<file path="config.mk">
export PLATFORM = sky130hd
export DESIGN_NAME = dmem_dma_ctrl
export DESIGN_NICKNAME = d
export VERILOG_FILES = /design/src/rtl/dmem_dma_ctrl.sv
export SDC_FILE = /design/constraint.sdc
export NUM_CORES = 1
export LEC_CHECK = 0
export CORE_ASPECT_RATIO = 0.75
export CORE_MARGIN = 5
export CORE_UTILIZATION = 42
export CTS_CLUSTER_SIZE = 14
export DETAILED_ROUTE_END_ITERATION = 16
export GPL_TIMING_DRIVEN = 0
export PLACE_DENSITY = 0.8
export SYNTH_ARGS = -nofsm -noshare
export SYNTH_HDL_FRONTEND = slang
export SYNTH_SLANG_ARGS = --single-unit
</file>
<file path="constraint.sdc">
create_clock -name Clk -period 1.7 [get_ports Clk]
set_clock_uncertainty 0.2 [all_clocks]
set_input_delay 0.34 -clock Clk [delete_from_list [all_inputs] [get_ports Clk]]
set_output_delay 0.34 -clock Clk [all_outputs]
set_load 0.01 [all_outputs]
</file>
<file path="src/rtl/dmem_dma_ctrl.sv">
`default_nettype none
// +--------------------------------------------------------------------------+
// | Module   : dmem_dma_ctrl                                                  |
// | Purpose  : Single-port controller in front of the data memory. Muxes     |
// |            CPU load/store traffic with a block engine doing byte copy    |
// |            and fill. The CPU always wins the port; the engine freezes    |
// |            on any cycle the CPU uses it.                                  |
// | Ports    : Clk, Reset (sync, active-high)                                 |
// |            Start/Mode/SrcAddr/DstAddr/Len/FillVal - block op launch      |
// |            CpuReq/CpuWrite/CpuAddr/CpuDataIn/CpuDataOut - CPU side       |
// |            MemDataOut/MemWrite/DataAddress/DataIn - memory side          |
// |            Busy (engine in READ/WRITE), Done (one-cycle completion)      |
// | Revision : 1.0 - initial release                                         |
// +--------------------------------------------------------------------------+
module dmem_dma_ctrl #(
  parameter int AW = 8,
  parameter int DW = 8
) (
  input  logic          Clk,
  input  logic          Reset,
  input  logic          Start,
  input  logic          Mode,
  input  logic [AW-1:0] SrcAddr,
  input  logic [AW-1:0] DstAddr,
  input  logic [AW-1:0] Len,
  input  logic [DW-1:0] FillVal,
  input  logic          CpuReq,
  input  logic          CpuWrite,
  input  logic [AW-1:0] CpuAddr,
  input  logic [DW-1:0] CpuDataIn,
  input  logic [DW-1:0] MemDataOut,
  output logic          MemWrite,
  output logic [AW-1:0] DataAddress,
  output logic [DW-1:0] DataIn,
  output logic [DW-1:0] CpuDataOut,
  output logic          Busy,
  output logic          Done
);

  localparam logic [1:0] IDLE  = 2'd0;
  localparam logic [1:0] READ  = 2'd1;
  localparam logic [1:0] WRITE = 2'd2;
  localparam logic [1:0] DONE  = 2'd3;

  logic [1:0]    state;
  logic [AW-1:0] src;
  logic [AW-1:0] dst;
  logic [AW-1:0] count;
  logic [DW-1:0] buffer;
  logic [DW-1:0] fill_val;
  logic          mode;

  logic          stall;
  logic          eng_we;
  logic [AW-1:0] eng_addr;
  logic [DW-1:0] eng_data;

  // DONE is exempt from the CPU stall so the completion pulse is always
  // exactly one cycle wide; it does not use the memory port anyway.
  assign stall = CpuReq && (state != DONE);

  always_ff @(posedge Clk) begin
    if (Reset) begin
      state    <= IDLE;
      src      <= '0;
      dst      <= '0;
      count    <= '0;
      buffer   <= '0;
      fill_val <= '0;
      mode     <= 1'b0;
    end else if (!stall) begin
      case (state)
        IDLE: begin
          if (Start) begin
            src      <= SrcAddr;
            dst      <= DstAddr;
            count    <= Len;
            fill_val <= FillVal;
            mode     <= Mode;
            if (Len == '0)
              state <= DONE;
            else if (Mode)
              state <= WRITE;
            else
              state <= READ;
          end
        end
        READ: begin
          buffer <= MemDataOut;
          state  <= WRITE;
        end
        WRITE: begin
          // Addresses wrap naturally at the register width.
          src   <= src + 1'b1;
          dst   <= dst + 1'b1;
          count <= count - 1'b1;
          if (count == AW'(1))
            state <= DONE;
          else if (mode)
            state <= WRITE;
          else
            state <= READ;
        end
        DONE:    state <= IDLE;
        default: state <= IDLE;
      endcase
    end
  end

  always_comb begin
    eng_we   = 1'b0;
    eng_addr = '0;
    eng_data = '0;
    case (state)
      READ: eng_addr = src;
      WRITE: begin
        eng_addr = dst;
        eng_data = mode ? fill_val : buffer;
        // An abort via Reset must not land one more byte on that edge.
        eng_we   = ~Reset;
      end
      default: ;
    endcase
  end

  always_comb begin
    if (CpuReq) begin
      MemWrite    = CpuWrite;
      DataAddress = CpuAddr;
      DataIn      = CpuDataIn;
    end else begin
      MemWrite    = eng_we;
      DataAddress = eng_addr;
      DataIn      = eng_data;
    end
  end

  assign CpuDataOut = MemDataOut;
  assign Busy       = (state == READ) || (state == WRITE);
  assign Done       = (state == DONE);

endmodule
`default_nettype wire

</file>
==> qor.yml, run 1 <==
sta:
  drv_slew: 0
  max_slew.worst_pin.slew_ns: 0.782
  tns_ns: -11.44
  layout_setup_ws_ns: -0.456
  slew_headroom_pct: 47.4
  timing.hold.ws_ns: 0.116
  finalHoldViolCount: 0
  finalCriticalPeriod_ns: 2.16
  rsz0062_at_grt: "true"
  finalSetupViolCount: 46
  post-route-period-util_pct: 127
  fmax_mhz: 464
detailed_routing:
  avgRoutedWirePerCell_microns: 19.7
  via_per_inst: 5.97
  dr_total_vias: 3432
  drc: 0
  antenna_left: 0
  drt_iter0_markers: 346
  drt_wl_total_mm: 11.4
  drt_pass1_iterations: 5
floorplanning:
  core_area_sq_um: 6220
  die_x_microns: 102
  dieArea_sq_um: 8050
  start_util_pct: 42.8
  pin_count: 89
  die_y_microns: 79.0
  core.rowCount: 25
worst_setup_path:
  r2r_slack_ns: -0.26
  r2r_end: "count[1]$_SDFFE_PP0P_"
  crit_chain: "inv_4 > ha_4 > buf_8 > buf_8 > a22oi_2 > o21ai_1 > buf_2"
  rr_startpoint: "state[0]$_SDFFE_PP0P_"
  startpoint_type: "flop"
  reg2reg_depth: 9
  cp_slowest_stage_delay_ns: 0.39
  cp.arrival_ns: 1.62
  required_ns: 1.16
  cpMostUsedCell: "buf_8"
  endpoint_kind: "primary output"
  slowest_stage: "dfxtp_4"
  path_max_fanout: 7
  worst-setup-path-type: "reg2out"
global_route:
  grt-ovfl-total: 0
  busiest_layer: "met2"
  antenna_found_initial: 0
  grt_max_degree: 20
  track_usage_pct: 24.8
  gr-usage-met3_pct: 5.97
  grt_pass1_vias: 3238
  grtUsageMet2_pct: 37.9
  grtUsageMet1_pct: 33.4
  grt_pass1_wl_mm: 15.7
power_and_ir_drop:
  p_sw_w: 0.00123
  power_w: 0.00332
  p_seq_share_pct: 36.2
  p_sw_share_pct: 37.0
  p_per_area_nw_per_um2: 733
  ir_worst_vdd_uv: 403
  leakagePower_nw: 1.74
  p_int_w: 0.00209
  p_comb_share_pct: 43.1
  clockPowerShare_pct: 20.7
final_layout:
  seq_area_sq_um: 868
  fin_nets: 563
  drive_gt1_share_pct: 38.1
  nFillCells: 429
  final_common_cell: "nand2_1"
  diodes: 0
  layout_common_cells: "nand2_1 (55), clkdlybuf4s50_1 (53), dfxtp_1 (41), buf_4 (35), a21oi_1 (27)"
  area_delta_synth_final_pct: 70.0
  finalNonFillerCells: 575
  multi_input_area_sq_um: 1980
cts:
  cts_tree: "yes"
  hold_buffers: 0
  cts_buffers: 5
  clock-sinks: 43
  cts-root-buf: "clkbuf_8"
  cts_buffer_depth: 2
  path_clk_slew_ns: 0.09
  h-tree-depth: 2
  clock_latency_ns: 0.32
synthesis:
  syn_area_sq_um: 2670
  yosysWarningCount: 0
  synth-simple-area-share_pct: 23.4
  synth_mux_area_share_pct: 3.76
  synth_ff_type: "dfxtp_1"
  syn-num-nets: 429
  ys_async_sr_fraction_pct: 0
  synth_xor_area_share_pct: 0
  synth_seq_cells: 43
  avgSynthCellArea_sq_um: 7.42
  synth.distinct_cells: 45
  synthCells: 359
  synth_top_family_by_area: "compound AO/OA/AOI/OAI gates"
  synth-compound-area-share_pct: 28.5
  synth.yosys.seq_area_share_pct: 32.3
  synth_fa_ha_area_share_pct: 3.76
  synth_edf_count: 0
outcome:
  status: "finished with violations"
  violations: "negative setup slack"
worst_hold_path:
  hold_path_startpoint: "MemDataOut[7]"
  min_path_cells: 3
  min_path_type: "in2reg"
  hold_end: "buffer[7]$_SDFFE_PP0P_"
place:
  dp.cells: 528
  dp.final_hpwl_mm: 6.79
  io_buffers: 88
  place.gp.congestion: 0.870
job:
  cap_violations: 0
## metal layers
layer	routed length [microns]	up-vias
li1	-	1559
met1	4710	1658
met2	5300	187
met3	1070	28
met4	272	0
met5	0	-
## critical path, delay by kind of cell (launching register included)
kind	cells	cell delay, ns
fa+ha+maj	1	0.17
compound gates	2	0.29
buf+inv	4	0.44
flops	1	0.39
## sequential cells by signal, summed over array words and instances (netlist names)
signal,cells
count,8
dst,8
mode,1
state,2
buffer,8
src,8
fill_val,8
## repair_timing
| action | 4_1_cts | 5_1_grt |
|---|---|---|
| buffers inserted | 20 | 19 |
| pin swaps | 25 | 31 |
| setup endpoints to repair | 70 | 62 |
| resized for setup | 175 | 92 |
| gates cloned | 3 | 3 |
## logic make-up (layout without fill, tap and decap cells)
family | Yosys count | after routing
AOI/OAI and AO/OA | 123 | 123
buffers and inverters | 42 | 175
adders and majority gates | 8 | 8
muxes | 10 | 10
DFF | 43 | 43
and+or+nand+nor | 133 | 135
## power groups by stage
stage,Clock [W],Combinational [W],Sequential (W)
2_1_floorplan,0,0.000560,0.00118
3_3_place_gp,0,0.000922,0.00120
3_5_place_dp,0,0.000941,0.00120
4_1_cts,0.000675,0.00110,0.00119
5_1_grt,0.000711,0.00151,0.00121
6_report,0.000689,0.00143,0.00120
## synthesized netlist by cell type (all sizes together) (4+ instances only)
cell / n / area, sq um
nand2: 62 / 233
o21ai: 37 / 185
a31oi: 4 / 25.0
nor3: 6 / 30.0
ha: 8 / 100
buf: 21 / 143
nor2: 20 / 77.6
dfxtp: 43 / 861
o21a: 4 / 30.0
nand2b: 5 / 38.8
nor4: 4 / 31.3
mux2i: 10 / 100
a22oi: 8 / 60.1
nand3: 16 / 80.1
clkbuf: 10 / 37.5
a211oi: 4 / 35.0
nand4: 4 / 25.0
inv: 11 / 41.3
nor2b: 6 / 37.5
o221a: 4 / 45.0
a21oi: 44 / 231
## worst max path at each step
stage | from | to | slack [ns] | cells past startpoint
2_1_floorplan | state[0]$_SDFFE_PP0P_ | src[5]$_SDFFE_PP0P_ | -0.007 | 7
3_3_place_gp | CpuReq | DataIn[5] | -1.19 | 6
3_5_place_dp | CpuReq | DataAddress[3] | -1.25 | 6
4_1_cts | state[0]$_SDFFE_PP0P_ | DataAddress[5] | -0.44 | 7
5_1_grt | state[0]$_SDFFE_PP0P_ | DataAddress[1] | -0.50 | 7
6_report | state[0]$_SDFFE_PP0P_ | DataAddress[5] | -0.46 | 7
## area by class of cell
cell class,instances,share of cell area [%]
tap,81,2.24
timing repair buffer,129,26.3
clock buffer,6,1.60
clock inverter,2,0.276
inverter,11,1.02
buffer,27,5.55
sequential,43,19.2
multi-input combinational,276,43.8
## through the flow
stage | utilization, % | setup slack, ns | cell area (sq um)
after floorplan | - | -0.00659 | 2700
after global placement | 59.2 | -1.19 | 3680
after detailed placement | 59.2 | -1.25 | 3680
after CTS | 65.5 | -0.441 | 4080
after global routing | 72.8 | -0.500 | 4530
final | 72.8 | -0.456 | 4530
(Power assumes the default switching activity.)
==> run 2, diff against run 1 <==
--- a/config.mk
+++ b/config.mk
@@ -5,13 +5,15 @@
 export SDC_FILE = /design/constraint.sdc
 export NUM_CORES = 1
 export LEC_CHECK = 0
+export ABC_CLOCK_PERIOD_IN_PS = 1700
+export CAP_MARGIN = 25
 export CORE_ASPECT_RATIO = 0.75
 export CORE_MARGIN = 5
 export CORE_UTILIZATION = 42
 export CTS_CLUSTER_SIZE = 14
 export DETAILED_ROUTE_END_ITERATION = 16
 export GPL_TIMING_DRIVEN = 0
-export PLACE_DENSITY = 0.8
+export PLACE_DENSITY_LB_ADDON = 0.1
 export SYNTH_ARGS = -nofsm -noshare
 export SYNTH_HDL_FRONTEND = slang
 export SYNTH_SLANG_ARGS = --single-unit
==> run 2 against run 1 <==
Register-to-register slack worse by 0.03 ns; count of clock-buffer cells in the layout is 1 lower; non-clock buffer count down 6; global-route usage about the same; via count shrank 4.5%; sequential power is essentially flat; clock power increased by 4.4%; combinational power is 13% lower; the run still ends with negative setup slack left; cell area is 5.6% lower; fmax rose by 1.8%; critical path depth is the same; core utilization shrank 4.1 points.
==> qor.yml, run 2 (synthesized netlist as in run 1, its figures left out) <==
outcome:
  status: "finished with violations"
  violations: "negative setup slack"
worst_setup_path:
  cp.arrival_ns: 1.58
  crit_chain: "inv_4 > ha_4 > buf_8 > buf_8 > a22oi_2 > o21ai_1 > buf_2"
  cpMostUsedCell: "buf_8"
  path_buf_inv: 4
  path_max_fanout: 7
  r2r_slack_ns: -0.29
  crit_start: "state[0]$_SDFFE_PP0P_"
  worst-path-stages: 7
  required_ns: 1.16
  r2r_end: "count[7]$_SDFFE_PP0P_"
  worst-setup-path-type: "reg2out"
  cp_top_family: "buffers and inverters"
  slowest_stage: "dfxtp_4"
  rr_startpoint: "state[1]$_SDFFE_PP0P_"
  endpoint_kind: "primary output"
  cp_slowest_stage_delay_ns: 0.39
  reg2reg_depth: 9
  startpoint_type: "flop"
detailed_routing:
  drc: 0
  drt_pass1_iterations: 5
  dr_total_vias: 3276
  drt_iter0_markers: 227
  avgRoutedWirePerCell_microns: 18.4
  drt_wl_total_mm: 10.4
  via_per_inst: 5.76
  antenna_left: 0
final_layout:
  final_common_cell: "clkdlybuf4s50_1"
  multi_input_area_sq_um: 1800
  seq_area_sq_um: 868
  nFillCells: 511
  drive_gt1_share_pct: 30.7
  layout_common_cells: "clkdlybuf4s50_1 (59), nand2_1 (56), dfxtp_1 (41), a21oi_1 (39), buf_4 (29)"
  area_delta_synth_final_pct: 60.5
  diodes: 0
  fin_nets: 557
sta:
  slew_headroom_pct: 55.4
  layout_setup_ws_ns: -0.417
  finalSetupViolCount: 53
  timing.hold.ws_ns: 0.129
  post-route-period-util_pct: 125
  finalHoldViolCount: 0
  drv_slew: 0
  rsz0062_at_grt: "true"
  fmax_mhz: 472
  max_slew.worst_pin.slew_ns: 0.663
  finalCriticalPeriod_ns: 2.12
power_and_ir_drop:
  p_comb_share_pct: 39.5
  p_int_w: 0.00202
  p_per_area_nw_per_um2: 741
  p_sw_w: 0.00114
  p_seq_share_pct: 37.8
  leakagePower_nw: 1.65
  power_w: 0.00317
  ir_worst_vdd_uv: 399
  p_sw_share_pct: 36.1
  clockPowerShare_pct: 22.7
global_route:
  grt_pass1_vias: 3154
  track_usage_pct: 24.9
  grtUsageMet1_pct: 34.0
  busiest_layer: "met2"
  grt_pass1_wl_mm: 15.6
  grtUsageMet2_pct: 39.4
  grt-ovfl-total: 0
  grt_max_degree: 16
  gr-usage-met3_pct: 5.27
  antenna_found_initial: 0
place:
  place.gp.congestion: 0.889
  dp.final_hpwl_mm: 6.74
  place_ws_ns: -1.44
  io_buffers: 88
floorplanning:
  die_y_microns: 79.0
  core_area_sq_um: 6220
  start_util_pct: 42.8
  core.rowCount: 25
  dieArea_sq_um: 8050
  die_x_microns: 102
  pin_count: 89
worst_hold_path:
  min_path_type: "in2reg"
  min_path_cells: 3
  hold_path_startpoint: "MemDataOut[6]"
  hold_end: "buffer[6]$_SDFFE_PP0P_"
cts:
  cts-root-buf: "clkbuf_8"
  path_clk_slew_ns: 0.10
  clock-sinks: 43
  cts_tree: "yes"
  h-tree-depth: 2
  cts_buffer_depth: 2
  cts_buffers: 5
  clock_latency_ns: 0.32
job:
  cap_violations: 0
==> run 2: worst max-delay path by stage <==
stage                     endpoint  slack, ns
6_report            DataAddress[3]      -0.42
5_1_grt             DataAddress[3]      -0.45
4_1_cts             DataAddress[7]      -0.40
3_5_place_dp        DataAddress[1]      -1.44
3_3_place_gp             DataIn[4]      -1.41
2_1_floorplan  src[5]$_SDFFE_PP0P_     -0.007
==> run 2: power by group through the flow <==
stage | logic, W | registers, W | clock network [W]
6_report | 0.00125 | 0.00120 | 0.000719
2_1_floorplan | 0.000560 | 0.00118 | 0
3_5_place_dp | 0.000940 | 0.00121 | 0
4_1_cts | 0.00115 | 0.00119 | 0.000712
3_3_place_gp | 0.000925 | 0.00120 | 0
5_1_grt | 0.00133 | 0.00121 | 0.000753
==> run 2: timing repair <==
action | 4_1_cts | 5_1_grt
pin swaps | 19 | 10
setup buffers | 21 | 9
gates cloned | 4 | 1
hold buffers | 0 | 0
resized for setup | 166 | 38
endpoints found under the setup margin | 68 | 69
==> run 2: worst min-delay path: stages <==
cell and delay, ns:
dlymetal6s2s_1 0.14, nand3_1 0.08, a21oi_2 0.05
==> run 2: area by class of cell <==
type / count / area share (%)
repair buffers: 121 / 25.2
plain buffers: 29 / 6.76
inverters: 11 / 1.02
well taps: 81 / 2.37
multi-input cells: 276 / 42.1
flip-flops and latches: 43 / 20.3
clock buffers: 5 / 1.61
clock inverters: 3 / 0.556
==> run 2: routing by layer <==
metal	share of wire (%)	routed length, microns
met4	1.6	165
met5	0	0
met3	8.5	883
met2	48	4970
met1	42	4420
==> run 2: through the flow <==
| step | instance area [sq um] | util, % | std cells | TNS [ns] |
|---|---|---|---|---|
| 2_1_floorplan | 2700 | - | 359 | -0.00659 |
| 3_3_place_gp | 3680 | 59.2 | 528 | -41.84 |
| 3_5_place_dp | 3680 | 59.2 | 528 | -42.50 |
| 4_1_cts | 4160 | 66.8 | 560 | -9.19 |
| 5_1_grt | 4280 | 68.7 | 569 | -15.63 |
| 6_report | 4280 | 68.7 | 569 | -12.39 |
==> run 3, diff against run 2 <==
--- a/config.mk
+++ b/config.mk
@@ -8,7 +8,6 @@
 export ABC_CLOCK_PERIOD_IN_PS = 1700
 export CAP_MARGIN = 25
 export CORE_ASPECT_RATIO = 0.75
-export CORE_MARGIN = 5
 export CORE_UTILIZATION = 42
 export CTS_CLUSTER_SIZE = 14
 export DETAILED_ROUTE_END_ITERATION = 16
==> run 3 against run 2 <==
The run still ends with negative setup slack left; non-clock buffer count grew 1; sequential cell count is the same; routed wire length grew 9.9%; worst hold slack better by 0.13 ns; critical path type unchanged; critical endpoint is now DataIn[1].
==> qor.yml, run 3 (synthesized netlist as in run 1, its figures left out) <==
final_layout:
  diodes: 0
  area_delta_synth_final_pct: 71.9
  drive_gt1_share_pct: 39.8
  fin_nets: 559
  utilization_pct: 76.7
  layout_common_cells: "clkdlybuf4s50_1 (59), nand2_1 (56), dfxtp_1 (40), buf_4 (33), a21oi_1 (27)"
  final_common_cell: "clkdlybuf4s50_1"
cts:
  clock-sinks: 43
  path_clk_slew_ns: 0.09
  cts_buffer_depth: 2
  cts_buffers: 5
  h-tree-depth: 2
  cts_tree: "yes"
  clock_latency_ns: 0.32
  hold_buffers: 0
  cts-root-buf: "clkbuf_8"
worst_setup_path:
  rr_startpoint: "state[0]$_SDFFE_PP0P_"
  cp.arrival_ns: 1.57
  r2r_slack_ns: -0.22
  r2r_end: "dst[5]$_SDFFE_PP0P_"
  endpoint_kind: "primary output"
  startpoint_type: "flop"
  reg2reg_depth: 9
  path_max_fanout: 5
  crit_chain: "inv_4 > ha_4 > buf_8 > buf_4 > nand2b_4 > o21ai_2 > buf_2"
  slowest_stage: "dfxtp_4"
  cp_slowest_stage_delay_ns: 0.37
  worst-setup-path-type: "reg2out"
  required_ns: 1.16
sta:
  max_slew.worst_pin.slew_ns: 0.742
  rsz0062_at_grt: "true"
  fmax_mhz: 473
  drv_slew: 0
  layout_setup_ws_ns: -0.414
  tns_ns: -9.70
  finalCriticalPeriod_ns: 2.11
  slew_headroom_pct: 50.5
  finalSetupViolCount: 44
  post-route-period-util_pct: 124
  finalHoldViolCount: 0
worst_hold_path:
  hold_path_startpoint: "fill_val[1]$_SDFFE_PP0P_"
  min_path_cells: 2
  hold_end: "fill_val[1]$_SDFFE_PP0P_"
  min_path_type: "reg2reg"
detailed_routing:
  dr_total_vias: 3442
  drt_pass1_iterations: 5
  antenna_left: 0
  drt_wl_total_mm: 11.5
  drc: 0
  avgRoutedWirePerCell_microns: 20.2
  via_per_inst: 6.06
  drt_iter0_markers: 347
floorplanning:
  die_y_microns: 71.0
  core_area_sq_um: 5980
  dieArea_sq_um: 6670
  pin_count: 89
  start_util_pct: 44.6
  core.rowCount: 24
  die_x_microns: 94.0
power_and_ir_drop:
  p_per_area_nw_per_um2: 801
  ir_worst_vdd_uv: 387
  leakagePower_nw: 1.73
outcome:
  status: "finished with violations"
  violations: "negative setup slack"
global_route:
  grt_max_degree: 15
  grt-ovfl-total: 0
  grt_pass1_vias: 3244
  grt_pass1_wl_mm: 16.0
  antenna_found_initial: 0
  track_usage_pct: 31.5
place:
  io_buffers: 88
  place.gp.congestion: 0.936
  dp.final_hpwl_mm: 6.48
job:
  cap_violations: 0
-- run 3: repair_timing --
item	in CTS	in global routing
pin swaps	26	31
setup endpoints to repair	68	69
setup buffers	22	12
gates cloned	4	3
gates resized for setup	197	77
-- run 3: per-layer routing --
metal | part of all wire (%) | GRT usage [%]
met1 | 41 | 42.0
met2 | 47 | 50.4
met3 | 9.7 | 6.56
met4 | 2.8 | 10.8
met5 | 0 | 0
-- run 3: worst max-delay path, delay by kind of cell (launching register included) --
family                   cells  cell delay, ns
buffers and inverters        4            0.48
AO/OA/AOI/OAI                1            0.16
AND/OR/NAND/NOR              1            0.10
adder cells (fa/ha/maj)      1            0.15
flip-flops                   1            0.37
-- run 3: final cells by class --
class | instances | area, sq um
well taps | 78 | 97.6
plain buffers | 28 | 284
clock inverters | 3 | 67.6
clock buffers | 5 | 68.8
flip-flops and latches | 43 | 870
multi-input cells | 277 | 2050
repair buffers | 123 | 1100
fillers | 406 | 1390
inverters | 11 | 46.3
-- run 3: worst max-delay path by stage --
stage / start / cells after the start / end
after global routing: state[0]$_SDFFE_PP0P_ / 7 / DataAddress[0]
after detailed placement: CpuReq / 6 / DataAddress[4]
final: state[0]$_SDFFE_PP0P_ / 7 / DataIn[1]
after global placement: CpuReq / 6 / DataIn[4]
after floorplan: state[0]$_SDFFE_PP0P_ / 7 / src[5]$_SDFFE_PP0P_
after CTS: state[0]$_SDFFE_PP0P_ / 7 / DataAddress[2]
-- run 3: power by group --
part,switching (W),internal [W]
Combinational,0.000735,0.000727
Sequential,0.000120,0.00109
Clock,0.000407,0.000586
-- run 3: through the flow --
step                      hold WS (ns)  total power [W]  std cells  setup slack, ns  cell area (sq um)
after CTS                        0.263          0.00337        557           -0.397               4270
after detailed placement         0.251          0.00214        525            -1.37               3680
after global placement           0.243          0.00212        525            -1.32               3680
after floorplan                  0.236          0.00174        359         -0.00659               2700
final                            0.263          0.00367        568           -0.414               4580
after global routing             0.290          0.00377        568           -0.453               4580
==> RTL change 1, RTL diff (flow settings as in run 2) <==
Change the parameter `AW` from 8 to 7.
--- a/src/rtl/dmem_dma_ctrl.sv
+++ b/src/rtl/dmem_dma_ctrl.sv
@@ -13,7 +13,7 @@
 // | Revision : 1.0 - initial release                                         |
 // +--------------------------------------------------------------------------+
 module dmem_dma_ctrl #(
-  parameter int AW = 8,
+  parameter int AW = 7,
   parameter int DW = 8
 ) (
   input  logic          Clk,
Interface: changed (5 resized); port bits go from 89 to 84. No check against the original RTL was run, so the function may have changed too.
==> RTL change 1 against run 2 <==
- the flow still finishes with violations (negative setup slack)
- area after synthesis is 6.9% lower
- design area is 0.29% lower
- sequential cell count is 3 lower
- routed wire length is 7.7% lower
- sequential power is 7% lower
- worst setup slack worse by 0.0048 ns
- total power is 10% higher
- largest power group unchanged
- highest routed layer unchanged
==> RTL change 1: results <==
export IMPL_vias_per_cell=5.618
export IMPL_netlist_top_cells_count="nand2_1, dfxtp_1, o21ai_0, a21oi_1"
export IMPL_drt_first_pass_iters=4
export IMPL_clkTransAtPathRegs_ns=0.08
export IMPL_multi_input_area_share=0.4318
export IMPL_gp_congestion=0.8872
export IMPL_regToRegSetupSlack_ns=-0.34
export IMPL_port_buffers=81
export IMPL_synthCells=335
export IMPL_violations="negative setup slack"
export IMPL_r2r_end="count[0]$_SDFFE_PP0P_"
export IMPL_syn_nets=401
export IMPL_wl_per_cell_um=18.04
export IMPL_hold_ws_ns=0.1292
export IMPL_regArea_um2=809.5
export IMPL_final_setup_worst_slack_ns=-0.4215
export IMPL_final_clk_cell_share=0.03725
export IMPL_ys_top_cells_by_area="dfxtp_1, nand2_1, o21ai_0"
export IMPL_irDropWorstVdd_uv=489.2
export IMPL_grt_max_degree=14
export IMPL_grt_first_pass_wirelength_um=14830
export IMPL_synth_cell_types=40
export IMPL_synth_area_mux_share=0.04841
export IMPL_dpl_cell_count=494
export IMPL_fillers=424
export IMPL_status="complete, but fails checks"
export IMPL_n_all_inverters=12
export IMPL_multi_input_gates=253
export IMPL_utilization=0.7398
export IMPL_grt_pass1_vias=2921
export IMPL_synth_compound_gate_area_share=0.2516
export IMPL_core_rowCount=24
export IMPL_synth_fa_ha_area_frac=0.04034
export IMPL_place_ws_ns=-0.6934
export IMPL_hpwl_um=6296
export IMPL_final_setup_tns_ns=-12.10
export IMPL_buffers=143
export IMPL_leakagePower_uw=0.001648
export IMPL_bufAreaShareNonClock=0.3065
export IMPL_crit_end="DataIn[7]"
export IMPL_setup_viol=40
export IMPL_seq_area_frac_synth=0.3227
export IMPL_crit_fanout=9
export IMPL_power_switching_uw=1082
export IMPL_fin_cells=534
export IMPL_clock_sinks=40
RTL change 1: cell count changes in the layout (fill, tap and decap cells not counted), sizes merged, moves of 4 or more:
cell | run 2 | this run
nor2 | 20 | 9
nor2b | 6 | 10
nand3b | 0 | 4
and2 | 3 | 7
a21oi | 44 | 31
o221a | 4 | 0
o22ai | 2 | 7
clkdlybuf4s50 | 59 | 49
RTL change 1: per-layer routing:
metal  GRT usage  routed length [µm]
met1      0.3440                4275
met2      0.3680                4344
met3     0.06038                 835
met4     0.07913                 179
met5           0                   0
RTL change 1: power groups by stage:
stage,Clock (µW),Sequential [µW],Combinational (µW)
after detailed placement,0,1110,856
after CTS,1100,1100,1160
after global routing,1150,1130,1350
after global placement,0,1110,843
after floorplan,0,1090,509
final,1110,1120,1270
RTL change 1: timing repair:
action / in CTS / in global routing
gates cloned: 3 / 0
setup buffers: 27 / 8
pin swaps: 40 / 28
resized for setup: 203 / 51
endpoints found under the setup margin: 66 / 64
==> RTL change 2, RTL diff (settings of run 2) <==
Made on the original files. Add an input register stage for `CpuDataIn`, cleared by the reset; this delays it by one clock. The other inputs are not delayed to match.
--- a/src/rtl/dmem_dma_ctrl.sv
+++ b/src/rtl/dmem_dma_ctrl.sv
@@ -41,6 +41,16 @@
   localparam logic [1:0] READ  = 2'd1;
   localparam logic [1:0] WRITE = 2'd2;
   localparam logic [1:0] DONE  = 2'd3;
+
+  logic [DW-1:0] CpuDataIn_q;
+
+  always_ff @(posedge Clk) begin
+    if (Reset) begin
+      CpuDataIn_q <= '0;
+    end else begin
+      CpuDataIn_q <= CpuDataIn;
+    end
+  end
 
   logic [1:0]    state;
   logic [AW-1:0] src;
@@ -127,7 +137,7 @@
     if (CpuReq) begin
       MemWrite    = CpuWrite;
       DataAddress = CpuAddr;
-      DataIn      = CpuDataIn;
+      DataIn      = CpuDataIn_q;
     end else begin
       MemWrite    = eng_we;
       DataAddress = eng_addr;
Check against the original RTL: not equivalent (a bounded check fails within 4 cycles, from zero or initial values and one cycle with Reset high).
==> RTL change 2 against run 2 <==
- the flow still finishes with violations (negative setup slack)
- non-clock buffer count shrank 3
- design area rose by 7.5%
- critical endpoint is now DataAddress[5]
- total power rose by 16%
- routed wire length is 2.3% higher
- sequential power rose by 15%
- highest routed layer unchanged
- synthesized cell count is 3.9% higher
- sequential cell count grew 8
- area after synthesis up 7.7%
- hold slack improved by 0.0076 ns
- worst setup slack got worse by 0.11 ns
==> RTL change 2: results <==
export IMPL_leakagePower_uw=0.001774
export IMPL_cpPeakStageDelay_ns=0.37
export IMPL_grt_antenna_before_repair=0
export IMPL_hpwl_um=7027
export IMPL_status="complete, but fails checks"
export IMPL_cts_buffers=5
export IMPL_final_setup_tns_ns=-16.89
export IMPL_synth_area_mux_share=0.04228
export IMPL_crit_end="DataAddress[5]"
export IMPL_slew_limit_headroom=0.6415
export IMPL_sw_frac_of_total=0.3168
export IMPL_irDropWorstVdd_uv=552.8
export IMPL_synth_cell_types=48
export IMPL_layout_drive_gt1_share=0.3146
export IMPL_seq_power_share=0.376
export IMPL_cts_setup_buffers=15
export IMPL_via_count=3322
export IMPL_synth_compound_gate_area_share=0.2554
export IMPL_final_setup_worst_slack_ns=-0.5230
export IMPL_place_area_mm2=0.003993
export IMPL_vias_per_cell=5.698
export IMPL_setup_viol=54
export IMPL_grt_first_pass_wirelength_um=16130
export IMPL_synth_fa_ha_area_frac=0.03487
export IMPL_place_ws_ns=-1.378
export IMPL_track_usage=0.2363
export IMPL_seq_area_frac_synth=0.3557
export IMPL_violations="negative setup slack"
export IMPL_hold_ws_ns=0.1366
export IMPL_cp_arrival_ns=1.68
export IMPL_nets=568
export IMPL_fillers=540
export IMPL_regToRegSetupSlack_ns=-0.41
export IMPL_syn_area_per_cell_um2=7.695
export IMPL_powerDensity_mw_per_mm2=797.3
export IMPL_grt_pass1_vias=3176
export IMPL_wl_um=10680
export IMPL_syn_nets=443
export IMPL_dpl_cell_count=545
export IMPL_drtIter0Drc=301
export IMPL_r2r_end="dst[7]$_SDFFE_PP0P_"
export IMPL_crit_fanout=5
export IMPL_ys_top_cells_by_area="dfxtp_1, nand2_1, a21oi_1"
==> RTL change 2: cell types whose count changed in the layout (fill, tap and decap cells not counted), moves of 5 or more <==
cell     delta
o21ai_2    +10
o21ai_0     -5
nand2_1    +13
dfxtp_1     +7
a32o_1      +5
o21ai_1    -10
nor2_1      -7
nor2b_1     +7
==> RTL change 2: routing by layer <==
| metal | vias to the layer above | GRT usage | part of all wire |
|---|---|---|---|
| met5 | - | 0 | 0 |
| met4 | 0 | 0.05636 | 0.012 |
| met3 | 17 | 0.05185 | 0.094 |
| met2 | 173 | 0.3861 | 0.46 |
| met1 | 1561 | 0.3204 | 0.43 |
| li1 | 1571 | - | - |
==> RTL change 2: cell type report <==
cell class,count,area (µm²),share of cell area
buffer,31,335.3,0.07289
clock buffer,6,72.57,0.01577
clock inverter,2,60.06,0.01305
inverter,9,38.79,0.008431
multi-input combinational,284,1943,0.4224
sequential,51,1030,0.2238
tap,84,105.1,0.02284
timing repair buffer,116,1016,0.2208
